===== src/rtl/nn_alu_pkg.sv =====
// Shared definitions for the neuron tile: ALU op encodings used by both the
// ALU and the MAC sequencer, the default datapath width, and the sequencer
// state encoding.
package nn_alu_pkg;

  localparam int NBITS_DEF = 32;

  localparam logic [2:0] ALU_ADD = 3'b000;
  localparam logic [2:0] ALU_MUL = 3'b001;
  localparam logic [2:0] ALU_SLT = 3'b010;

  typedef enum logic [2:0] {
    S_IDLE,
    S_WAIT_IN,
    S_MUL,
    S_ACC,
    S_THRESH,
    S_OUT
  } nmac_state_e;

endpackage


===== src/rtl/neuron_mac_seq.sv =====
// Neuron MAC sequencer. Evaluates sum = bias + sum(x_i*w_i) and
// fire = (threshold < sum), signed, by driving the shared ALU one op per cycle.
// Ports:
//   clk, rst_n            - clock, async active-low reset
//   start                 - begin evaluation (sampled in IDLE only)
//   n_inputs/bias/threshold - job parameters, captured on start
//   in_valid/in_ready/in_x/in_w - (x,w) pair stream
//   alu_ctrl/src_a/src_b  - ALU drive (decoded from state)
//   alu_result            - ALU result, combinational same cycle
//   busy                  - high outside IDLE
//   out_valid/out_ready/out_sum/out_fire - result port
module neuron_mac_seq
  import nn_alu_pkg::*;
#(
  parameter int nBits = NBITS_DEF,
  parameter int CNT_W = 8
) (
  input  logic             clk,
  input  logic             rst_n,
  input  logic             start,
  input  logic [CNT_W-1:0] n_inputs,
  input  logic [nBits-1:0] bias,
  input  logic [nBits-1:0] threshold,
  input  logic             in_valid,
  output logic             in_ready,
  input  logic [nBits-1:0] in_x,
  input  logic [nBits-1:0] in_w,
  output logic [2:0]       alu_ctrl,
  output logic [nBits-1:0] src_a,
  output logic [nBits-1:0] src_b,
  input  logic [nBits-1:0] alu_result,
  output logic             busy,
  output logic             out_valid,
  input  logic             out_ready,
  output logic [nBits-1:0] out_sum,
  output logic             out_fire
);

  nmac_state_e      state;
  logic [nBits-1:0] acc, prod, x_r, w_r, thr_r;
  logic [CNT_W-1:0] cnt;

  // Moore flags: pure decodes of the state register, so they are 0 in reset.
  assign in_ready  = (state == S_WAIT_IN);
  assign busy      = (state != S_IDLE);
  assign out_valid = (state == S_OUT);

  // ALU drive. Idle states present ADD 0,0 so the shared ALU sees quiet operands.
  always_comb begin
    alu_ctrl = ALU_ADD;
    src_a    = '0;
    src_b    = '0;
    unique case (state)
      S_MUL: begin
        alu_ctrl = ALU_MUL;
        src_a    = x_r;
        src_b    = w_r;
      end
      S_ACC: begin
        alu_ctrl = ALU_ADD;
        src_a    = acc;
        src_b    = prod;
      end
      S_THRESH: begin
        alu_ctrl = ALU_SLT;
        src_a    = thr_r;
        src_b    = acc;
      end
      default: ;
    endcase
  end

  always_ff @(posedge clk or negedge rst_n) begin
    if (!rst_n) begin
      state    <= S_IDLE;
      acc      <= '0;
      prod     <= '0;
      x_r      <= '0;
      w_r      <= '0;
      thr_r    <= '0;
      cnt      <= '0;
      out_sum  <= '0;
      out_fire <= 1'b0;
    end else begin
      unique case (state)
        S_IDLE: begin
          if (start) begin
            acc   <= bias;
            thr_r <= threshold;
            cnt   <= n_inputs;
            state <= (n_inputs == '0) ? S_THRESH : S_WAIT_IN;
          end
        end
        S_WAIT_IN: begin
          if (in_valid) begin
            x_r   <= in_x;
            w_r   <= in_w;
            state <= S_MUL;
          end
        end
        S_MUL: begin
          prod  <= alu_result;
          state <= S_ACC;
        end
        S_ACC: begin
          acc   <= alu_result;  // wraps, no saturation
          cnt   <= cnt - 1'b1;
          state <= (cnt == CNT_W'(1)) ? S_THRESH : S_WAIT_IN;
        end
        S_THRESH: begin
          out_fire <= alu_result[0];
          out_sum  <= acc;
          state    <= S_OUT;
        end
        S_OUT: begin
          if (out_ready) state <= S_IDLE;
        end
        default: state <= S_IDLE;
      endcase
    end
  end

endmodule

===== config.mk =====
export PLATFORM = sky130hd
export DESIGN_NAME = neuron_mac_seq
export DESIGN_NICKNAME = d
export VERILOG_FILES = /design/src/rtl/nn_alu_pkg.sv /design/src/rtl/neuron_mac_seq.sv
export SDC_FILE = /design/constraint.sdc
export NUM_CORES = 1
export LEC_CHECK = 0
export ABC_AREA = 1
export BUFFER_PORTS_ARGS = -buffer_cell sky130_fd_sc_hd__buf_2
export CORE_ASPECT_RATIO = 1.75
export CORE_UTILIZATION = 47
export DETAILED_ROUTE_END_ITERATION = 10
export GPL_ROUTABILITY_DRIVEN = 0
export PLACE_DENSITY = 0.8
export SLEW_MARGIN = 5
export SYNTH_ARGS = -nofsm -noshare
export SYNTH_HDL_FRONTEND = slang
export SYNTH_SLANG_ARGS = --single-unit

===== constraint.sdc =====
create_clock -name clk -period 1.47 [get_ports clk]
set_input_delay 0.0735 -clock clk [delete_from_list [all_inputs] [get_ports clk]]
set_output_delay 0.0735 -clock clk [all_outputs]
set_load 0.02 [all_outputs]

==> run summary <==
GRT Total Usage: 41.5%
min Tclk post-route: 2130 ps
peak supply drop: 0.00143 V
Layout Cells excl Fill: 2009
most numerous cell in the Yosys netlist: nand2_1
Area growth syn-to-layout: 75.4%
vias in the first global route: 12000
placed cells: 1728
CP Capture Type: primary output
CTS clk-pin slew, worst paths: 70 ps
dominant cells by area after synthesis: dfrtp_1 (54%), nand2_1 (21%), nand3_1 (7.7%), o211ai_1 (4.0%), o21ai_0 (3.4%)
setup violators final: 271
Final ANT Viol Nets: 0
Slew headroom: 64.2%
first-pass GRT wire length: 64600 um
failing checks: negative setup slack
DRC viols: 0
initial core utilization: 47.9%
Synth top area share: 54.0%
async set-or-reset flop fraction in the synthesized netlist: 100%
critical path data arrival time: 2060 ps
Achievable Freq: 469 MHz
number of flops mapped to enable cells by yosys: 0
gr ovfl total: 0
WHS: 70.5 ps
H-tree Lvls: 1
synthesized flop and latch total: 204
register area share after synthesis: 54.0%
Hold/Removal Path Class: in -> async
1st-iter DRT viols: 1930
mean post-synth cell area: 7.85 um^2
Pwr per Cell Area: 2050 nW/um^2
Mapped Nets: 1380
complex-gate fraction of the synthesized area: 7.86%
clock skew: 15.0 ps
Yosys warnings: 0
Synth Flop Type: dfrtp_1
WL final: 51800 um
Crit path required time: 1400 ps
post-layout util: 84.1%
layout cells sized above 1: 36.9%
mapped cell area: 9460 um^2
final number of hold-violating endpoints: 0
largest family of logic cells by synthesized area: simple AND/OR/NAND/NOR gates
antenna violations before repair: 4
clock net sink count: 204
routed vias/inst: 6.40
pin count of the biggest net entering global routing: 48
DP Wirelength: 22300 um
Site Rows: 68
io pins: 276
die height: 190 um
simple-gate share of the synthesized area: 31.3%
RSZ-0062 raised after global routing: yes
drt pass-1 iters: 9
Yosys top cell by area: dfrtp_1
Worst Setup Slack, final: -662 ps
clk buf depth: 3
CP Launch Type: register
via count: 12900
Final Cycle Share: 145%
Num CTS Buffers: 20
worst-path maximum fanout: 7
Yosys cell types: 27
TritonCTS clock tree: built
synth cell count leaders: nand2_1 (536), dfrtp_1 (204), nand3_1 (146), inv_1 (67), o21ai_0 (65)
Synth Instances: 1205
critical path type: reg -> out
Root Driver: clkbuf_16
post-synthesis xor/xnor area fraction: 0.0926%
worst slew pin tran: 534 ps
Clk Latency, worst-skew pair: 510 ps
die area: 20700 um^2
multiplexer share of the synthesized area: 0%
DR WL/cell: 25.8 um
max-slew violation count: 0
Core ar.: 19700 um^2
Nets: 1922
input/output buffers: 274
die span in x: 109 um
status: finished, violations left
leakage power: 8.67 nW
area share of fa/ha/maj cells after synthesis: 0.265%
TNS Setup: -68950 ps
Max-cap violations: 0
==> where the power goes <==
part	leakage, nW	switching, W	total, W	internal (W)
Sequential	2.56	0.00218	0.0102	0.00806
Clock	0.307	0.00250	0.00530	0.00280
Combinational	5.80	0.0104	0.0184	0.00799
==> layer usage <==
layer	vias to the layer above	track usage (%)	wire [um]
li1	4954	-	-
met5	-	0	22
met4	4	29.5	5960
met3	602	9.66	6610
met1	5834	47.9	15200
met2	1458	66.9	24000
==> flip-flops by register name, summed over array words and instances (netlist names) <==
register,cells
prod,32
acc,32
x_r,32
w_r,32
state,3
cnt,8
out_sum,32
out_fire,1
thr_r,32
==> worst paths after layout <==
check / cells past startpoint / slack [ps] / end / from
worst max-delay path: 6 / -660 / src_a[7] / state[0]
worst min-delay path: 2 / 70 / acc[11] / rst_n
worst max register to register: 10 / -470 / acc[29] / state[1]
worst min register to register: 2 / 470 / out_sum[0] / out_sum[0]
max in group asynchronous: 3 / 750 / w_r[21] / rst_n
min in group clk: 4 / 170 / thr_r[0] / start
==> worst max-delay path, cell delays in order, from the launching register on <==
cell and delay, ps:
dfrtp_2 450, nor3_4 250, buf_4 210, buf_4 160
nand2_1 160, o211ai_1 150, buf_4 180
==> cells by family after synthesis <==
logic type | count (synthesis)
and+or+nand+nor | 725
DFF | 204
buffers and inverters | 149
AOI/OAI and AO/OA | 123
adders and majority gates | 2
xor gates and xnor gates | 1
other | 1
==> repair_timing <==
item / in CTS / in global routing
resized for setup: 194 / 235
hold buffers: 171 / 0
pin swaps: 12 / 45
buffers inserted: 19 / 25
endpoints found under the setup margin: 166 / 269
cloned: 11 / 23
endpoints found under the hold margin: 375 / 0
==> final cells by class <==
cell class | count | area [um^2]
multi-input combinational | 852 | 4500
clock buffer | 25 | 571
clock inverter | 11 | 78.8
timing repair buffer | 597 | 5730
tap | 245 | 307
fill | 912 | 3150
inverter | 72 | 285
antenna | 3 | 7.51
sequential | 204 | 5110
==> through the flow <==
step	cell area (um^2)	worst slack (ps)	power, W
6_report	16600	-662	0.0339
5_1_grt	16600	-681	0.0348
4_1_cts	15200	-528	0.0285
3_5_place_dp	11700	-90.0	0.0199
3_3_place_gp	11700	-60.6	0.0195
2_1_floorplan	9460	24.1	0.0156
==> layout by cell type, fill, tap and decap left out, drive strengths merged <==
| cell | synthesis | final |
|---|---|---|
| o21ai | 68 | 68 |
| xor2 | 1 | 1 |
| nor3 | 7 | 7 |
| nand3b | 2 | 2 |
| a21oi | 3 | 3 |
| clkinvlp | 0 | 5 |
| diode | 0 | 3 |
| inv | 72 | 73 |
| o22ai | 2 | 2 |
| nand2 | 538 | 538 |
| nor2 | 31 | 31 |
| clkinv | 0 | 5 |
| clkbuf | 40 | 44 |
| buf | 37 | 407 |
| ha | 2 | 2 |
| dlygate4sd3 | 0 | 171 |
| o211ai | 50 | 50 |
| dfrtp | 204 | 204 |
| conb | 1 | 1 |
| nand4 | 1 | 1 |
| nand3 | 146 | 146 |
Note: power is estimated with default switching activity, not from simulation.
